$ cat config.mk
export PLATFORM = sky130hd
export DESIGN_NAME = feed_scheduler
export DESIGN_NICKNAME = d
export VERILOG_FILES = /design/src/rtl/feed_sched_pkg.sv /design/src/rtl/feed_window_gen.sv /design/src/rtl/feed_scheduler.sv
export SDC_FILE = /design/constraint.sdc
export NUM_CORES = 1
export LEC_CHECK = 0
export BUFFER_PORTS_ARGS = -buffer_cell sky130_fd_sc_hd__buf_2
export CORE_MARGIN = 3
export CORE_UTILIZATION = 49
export DETAILED_ROUTE_END_ITERATION = 8
export GPL_ROUTABILITY_DRIVEN = 0
export GPL_TIMING_DRIVEN = 0
export PLACE_DENSITY = 0.76
export SETUP_SLACK_MARGIN = 0.4
export SLEW_MARGIN = 10
export SYNTH_ARGS = -nofsm -noshare
export SYNTH_HDL_FRONTEND = slang
export SYNTH_SLANG_ARGS = --single-unit
export TNS_END_PERCENT = 30
$ cat constraint.sdc
create_clock -name clk -period 1.85 [get_ports clk]
set_input_delay 0 -clock clk [delete_from_list [all_inputs] [get_ports clk]]
set_output_delay 0 -clock clk [all_outputs]
set_load 0.05 [all_outputs]
$ cat src/rtl/feed_sched_pkg.sv
// Shared types and default sizing for the feeder sequencing block.
// Latency: n/a (declarations only).
// Backpressure: n/a.
package feed_sched_pkg;

    typedef enum logic [1:0] {
        ST_IDLE = 2'd0,
        ST_LOAD = 2'd1,
        ST_RUN  = 2'd2,
        ST_DONE = 2'd3
    } feed_state_t;

    localparam int FEED_NUM_ROWS       = 4;
    localparam int FEED_BYTES_PER_WORD = 7;

endpackage

$ cat src/rtl/feed_window_gen.sv
// Per-row window decode of the RUN step counter into shift enables and byte-valid flags.
// Latency: combinational.
// Backpressure: none; the caller gates enables when the run is frozen.
//
// Ports:
//   run    - scheduler is in RUN; all outputs are zero otherwise
//   t      - RUN step counter
//   enable - row r shifts when r <= t < r+BYTES_PER_WORD-1
//   valid  - row r presents a live byte when r <= t < r+BYTES_PER_WORD
module feed_window_gen #(
    parameter int NUM_ROWS       = 4,
    parameter int BYTES_PER_WORD = 7,
    parameter int CNT_W          = 4
) (
    input  logic                run,
    input  logic [CNT_W-1:0]    t,
    output logic [NUM_ROWS-1:0] enable,
    output logic [NUM_ROWS-1:0] valid
);

    int tv;

    always_comb begin
        enable = '0;
        valid  = '0;
        tv     = int'(t);
        for (int r = 0; r < NUM_ROWS; r++) begin
            // Each row starts one step after the row above it (systolic skew);
            // the last byte of a word is visible but needs no further shift.
            if (run && (tv >= r) && (tv < r + BYTES_PER_WORD - 1)) enable[r] = 1'b1;
            if (run && (tv >= r) && (tv < r + BYTES_PER_WORD))     valid[r]  = 1'b1;
        end
    end

endmodule

$ cat src/rtl/feed_scheduler.sv
// Sequences one load-then-shift burst across NUM_ROWS skewed data feeders.
// Latency: accept -> 1 LOAD cycle -> BYTES_PER_WORD+NUM_ROWS-1 RUN cycles -> 1 DONE cycle.
// Backpressure: start_ready only in IDLE (requests elsewhere are dropped); optional stall freezes RUN.
//
// Optional feature macro: FEED_SCHED_STALL_EN adds the 'stall' input.
// Ports:
//   clk, reset     - single clock, synchronous active-high reset
//   start_valid/ready - burst request handshake
//   abort          - cancel the burst in progress (ignored in IDLE)
//   stall          - (FEED_SCHED_STALL_EN only) freeze the RUN step counter
//   feeder_load    - per-row load pulse during LOAD
//   feeder_enable  - per-row shift enable during RUN
//   byte_valid     - per-row live-byte flag during RUN
//   busy, done     - not-IDLE indicator and one-cycle completion pulse
module feed_scheduler
    import feed_sched_pkg::*;
#(
    parameter int NUM_ROWS       = FEED_NUM_ROWS,
    parameter int BYTES_PER_WORD = FEED_BYTES_PER_WORD
) (
    input  logic                clk,
    input  logic                reset,
    input  logic                start_valid,
    output logic                start_ready,
    input  logic                abort,
`ifdef FEED_SCHED_STALL_EN
    input  logic                stall,
`endif
    output logic [NUM_ROWS-1:0] feeder_load,
    output logic [NUM_ROWS-1:0] feeder_enable,
    output logic [NUM_ROWS-1:0] byte_valid,
    output logic                busy,
    output logic                done
);

    localparam int                CNT_W  = $clog2(BYTES_PER_WORD + NUM_ROWS);
    localparam logic [CNT_W-1:0]  T_LAST = CNT_W'(BYTES_PER_WORD + NUM_ROWS - 2);

    feed_state_t         state;
    logic [CNT_W-1:0]    t;
    logic                stall_w;
    logic [NUM_ROWS-1:0] win_en;
    logic [NUM_ROWS-1:0] win_bv;

`ifdef FEED_SCHED_STALL_EN
    assign stall_w = stall;
`else
    assign stall_w = 1'b0;
`endif

    always_ff @(posedge clk) begin
        if (reset) begin
            state       <= ST_IDLE;
            t           <= '0;
            feeder_load <= '0;
            busy        <= 1'b0;
            done        <= 1'b0;
        end else begin
            feeder_load <= '0;
            done        <= 1'b0;
            // Abort wins over every other transition; in IDLE it is a no-op.
            if (abort && (state != ST_IDLE)) begin
                state <= ST_IDLE;
                t     <= '0;
                busy  <= 1'b0;
            end else begin
                case (state)
                    ST_IDLE: begin
                        if (start_valid) begin
                            state       <= ST_LOAD;
                            feeder_load <= '1;
                            busy        <= 1'b1;
                        end
                    end
                    ST_LOAD: begin
                        state <= ST_RUN;
                        t     <= '0;
                    end
                    ST_RUN: begin
                        if (!stall_w) begin
                            if (t == T_LAST) begin
                                state <= ST_DONE;
                                done  <= 1'b1;
                            end else begin
                                t <= t + 1'b1;
                            end
                        end
                    end
                    ST_DONE: begin
                        state <= ST_IDLE;
                        t     <= '0;
                        busy  <= 1'b0;
                    end
                    default: begin
                        state <= ST_IDLE;
                        t     <= '0;
                        busy  <= 1'b0;
                    end
                endcase
            end
        end
    end

    // Held low during reset so a requester never sees a handshake that the
    // reset is about to discard.
    assign start_ready = (state == ST_IDLE) && !reset;

    feed_window_gen #(
        .NUM_ROWS       (NUM_ROWS),
        .BYTES_PER_WORD (BYTES_PER_WORD),
        .CNT_W          (CNT_W)
    ) u_window (
        .run    (state == ST_RUN),
        .t      (t),
        .enable (win_en),
        .valid  (win_bv)
    );

    // A frozen step shifts nothing, but the bytes on the feeder outputs stay live.
    assign feeder_enable = win_en & {NUM_ROWS{~stall_w}};
    assign byte_valid    = win_bv;

endmodule

==> flow_metrics.py <==
metrics = {
    "status": {
        "status": "complete, no violations",
    },
    "final_layout": {
        "seq_area_um2": 190,
        "multiInputGateArea_um2": 473,
        "syn_to_final_growth_pct": 41.2,
        "num_antenna_cells": 0,
        "final_common_cell": "buf_2",
        "nNetsFinal": 114,
        "layout_common_cells": "buf_2, buf_4, inv_1, nor2_1, dfxtp_1",
        "layout-drive-gt1-share": 0.451,
        "final_area_um2": 910,
        "nFillCells": 87,
    },
    "clocking": {
        "numCtsBuffers": 3,
        "h-tree-depth": 1,
        "cts-root-buf": "clkbuf_4",
        "cts_tree": "yes",
        "insertion_delay_ps": 270,
        "post_cts_buffers": 0,
        "clk_pin_slew_ps": 60,
        "clockBufferDepth": 2,
        "clock_sink_count": 9,
    },
    "synthesis": {
        "synth_top_area_frac": 0.280,
        "syn_nets": 90,
        "synth-xor-area-share": 0,
        "synth_cells": 79,
        "async_flop_share": 0,
        "yosys.area_share.simple": 0.280,
        "synth_top_family_by_area": "simple AND/OR/NAND/NOR gates",
        "synth_area_leaders": "dfxtp_1, ha_1, inv_1, nor2b_1, buf_4",
        "synth_edf_count": 0,
        "ys_warn_count": 0,
        "synth_seq_cells": 9,
        "synthFlopType": "dfxtp_1",
        "synth.distinct_cells": 31,
        "netlist_area_um2": 644,
        "synth_compound_area_frac": 0.159,
        "seq_area_frac_synth": 0.280,
        "synth_mux_area_frac": 0.0311,
        "synth_area_per_cell_um2": 8.16,
        "synthAdderAreaFrac": 0.136,
        "yosysTopAreaCell": "dfxtp_1",
    },
    "drt": {
        "drt_iter0_markers": 8,
        "totalWireLength_um": 1500,
        "drc": 0,
        "dr_total_vias": 639,
        "ant_nets": 0,
        "first_pass_iters": 4,
        "wire_per_inst_um": 12.9,
        "vias_per_cell": 5.51,
    },
    "critical_path": {
        "crit_family": "buffers and inverters",
        "crit_required_ps": 1850,
        "cp_num_buf_inv": 2,
        "start_kind": "register",
        "r2r_slack_ps": 430,
        "path_cells": "buf_2 > nand3b_1 > o21ai_0 > and2_1 > buf_4",
        "slowest_stage": "dfxtp_1",
        "end_kind": "output pin",
        "cp_max_fo": 10,
        "critical_path_arrival_ps": 1450,
        "r2r_end": "state[1]$_SDFFE_PP0P_",
        "r2r_cells": 5,
        "max_stage_delay_ps": 360,
        "worstSetupPathType": "reg -> out",
        "r2r-start": "t[1]$_SDFFE_PP0P_",
    },
    "sta": {
        "finalWorstSetupSlack_ps": 402,
        "max_slew_margin": 0.702,
        "maxSlewViolCount": 0,
        "timing.setup.tns_ps": 0,
        "tightest_slew_ps": 444,
        "rsz0062_at_grt": "true",
        "max_freq_mhz": 691,
        "period_share": 0.783,
        "fin_skew_ps": 2.74,
        "hold_viol": 0,
        "setup_viol": 0,
        "period_minus_slack_ps": 1450,
    },
    "grt": {
        "grt.total_usage": 0.178,
        "grt_max_degree": 11,
        "overflow": 0,
        "grt_first_pass_wirelength_um": 2410,
        "antenna_found_initial": 0,
        "grt_pass1_vias": 542,
    },
    "floorplanning": {
        "die_x_um": 42.3,
        "die_y_um": 42.3,
        "core_um2": 1170,
        "pin_count": 19,
        "die_area_um2": 1790,
        "rows": 12,
        "start_util": 0.550,
    },
    "power_and_ir_drop": {
        "ir_drop_uv": 836,
        "power.switching_uw": 589,
        "seq_power_share": 0.238,
        "total_power_uw": 1190,
        "power.internal_uw": 604,
        "pwr-share-comb": 0.629,
        "clkPwrFrac": 0.133,
        "leakage_uw": 0.000380,
        "p_per_area_nw_per_um2": 1310,
        "switching_share": 0.494,
    },
    "hold_path": {
        "whs_endpoint": "state[0]$_SDFFE_PP0P_",
        "holdCritStartpoint": "reset",
        "hp-class": "in -> reg",
        "whs_path_depth": 3,
    },
    "placement": {
        "port_buffers": 18,
        "postPlaceCellArea_um2": 766,
        "dp_slack_ps": 327,
        "dp_hpwl_um": 1060,
    },
    "flow_run": {
        "cap_violations": 0,
    },
}
how the worst max path moves through the flow:
| stage | startpoint | endpoint | slack (ps) | cells after the start |
|---|---|---|---|---|
| finish | t[2]$_SDFFE_PP0P_ | byte_valid[2] | 400 | 5 |
| global route | t[2]$_SDFFE_PP0P_ | byte_valid[2] | 310 | 5 |
| CTS | t[1]$_SDFFE_PP0P_ | byte_valid[1] | 370 | 5 |
| detailed placement | state[0]$_SDFFE_PP0P_ | t[0]$_SDFFE_PP0P_ | 330 | 6 |
| global placement | state[0]$_SDFFE_PP0P_ | t[0]$_SDFFE_PP0P_ | 360 | 6 |
| floorplan | state[0]$_SDFFE_PP0P_ | feeder_enable[1] | 250 | 5 |
Yosys cell counts (2+ instances only):
cell and n:
a21oi_1 4, or3_1 3, dfxtp_1 9, nor2_1 6, nand3_1 4, nor2b_1 4, buf_4 3, a31oi_1 2
o21ai_0 2, inv_1 8, nand2_1 2, ha_1 7, buf_2 2, a21boi_0 2, or4_1 2, mux2i_1 2
and2_1 2, nand3b_1 2
per-layer routing:
layer  up-vias  GRT usage  share of wire
li1        326          -              -
met1       285      0.224           0.39
met2        23      0.261           0.52
met3         5     0.0644          0.069
met4         0     0.0932          0.025
met5         -          0              0
timing repair:
item                       CTS  global route
hold buffers                 1             0
gates resized for setup     13            20
pin swaps                    1             2
setup endpoints to repair    9            14
hold endpoints to repair     1             0
sequential cells by signal (all words and copies together) (netlist names):
register	flops
busy	1
feeder_load	1
t	4
state	2
done	1
tightest hold or removal path, stage by stage:
cell and delay, ps:
buf_2 140, nor3_1 70, o21a_1 90
per-stage QoR:
step | cells | util | hold WS [ps]
floorplan | 79 | - | 97.5
global placement | 111 | 0.654 | 238
detailed placement | 111 | 0.654 | 238
CTS | 116 | 0.717 | 55.7
global route | 116 | 0.777 | 82.9
finish | 116 | 0.777 | 53.7
logic make-up after synthesis:
| logic type | count (synthesis) |
|---|---|
| AO/OA/AOI/OAI | 16 |
| flip-flops | 9 |
| buffers and inverters | 14 |
| adder cells (fa/ha/maj) | 7 |
| multiplexers | 2 |
| AND/OR/NAND/NOR | 31 |
layout make-up:
class | count | share of cell area
Multi-Input combinational cell | 56 | 0.520
Sequential cell | 9 | 0.209
Timing Repair Buffer | 19 | 0.136
Buffer | 6 | 0.0509
Inverter | 8 | 0.0358
Clock buffer | 4 | 0.0289
Tap cell | 14 | 0.0193
power groups by stage:
| stage | clock network [uW] | registers, uW | logic [uW] |
|---|---|---|---|
| floorplan | 0 | 313 | 483 |
| detailed placement | 0 | 274 | 649 |
| global route | 175 | 292 | 817 |
| CTS | 162 | 273 | 679 |
| global placement | 0 | 268 | 641 |
| finish | 159 | 284 | 750 |
(Power assumes the default switching activity.)
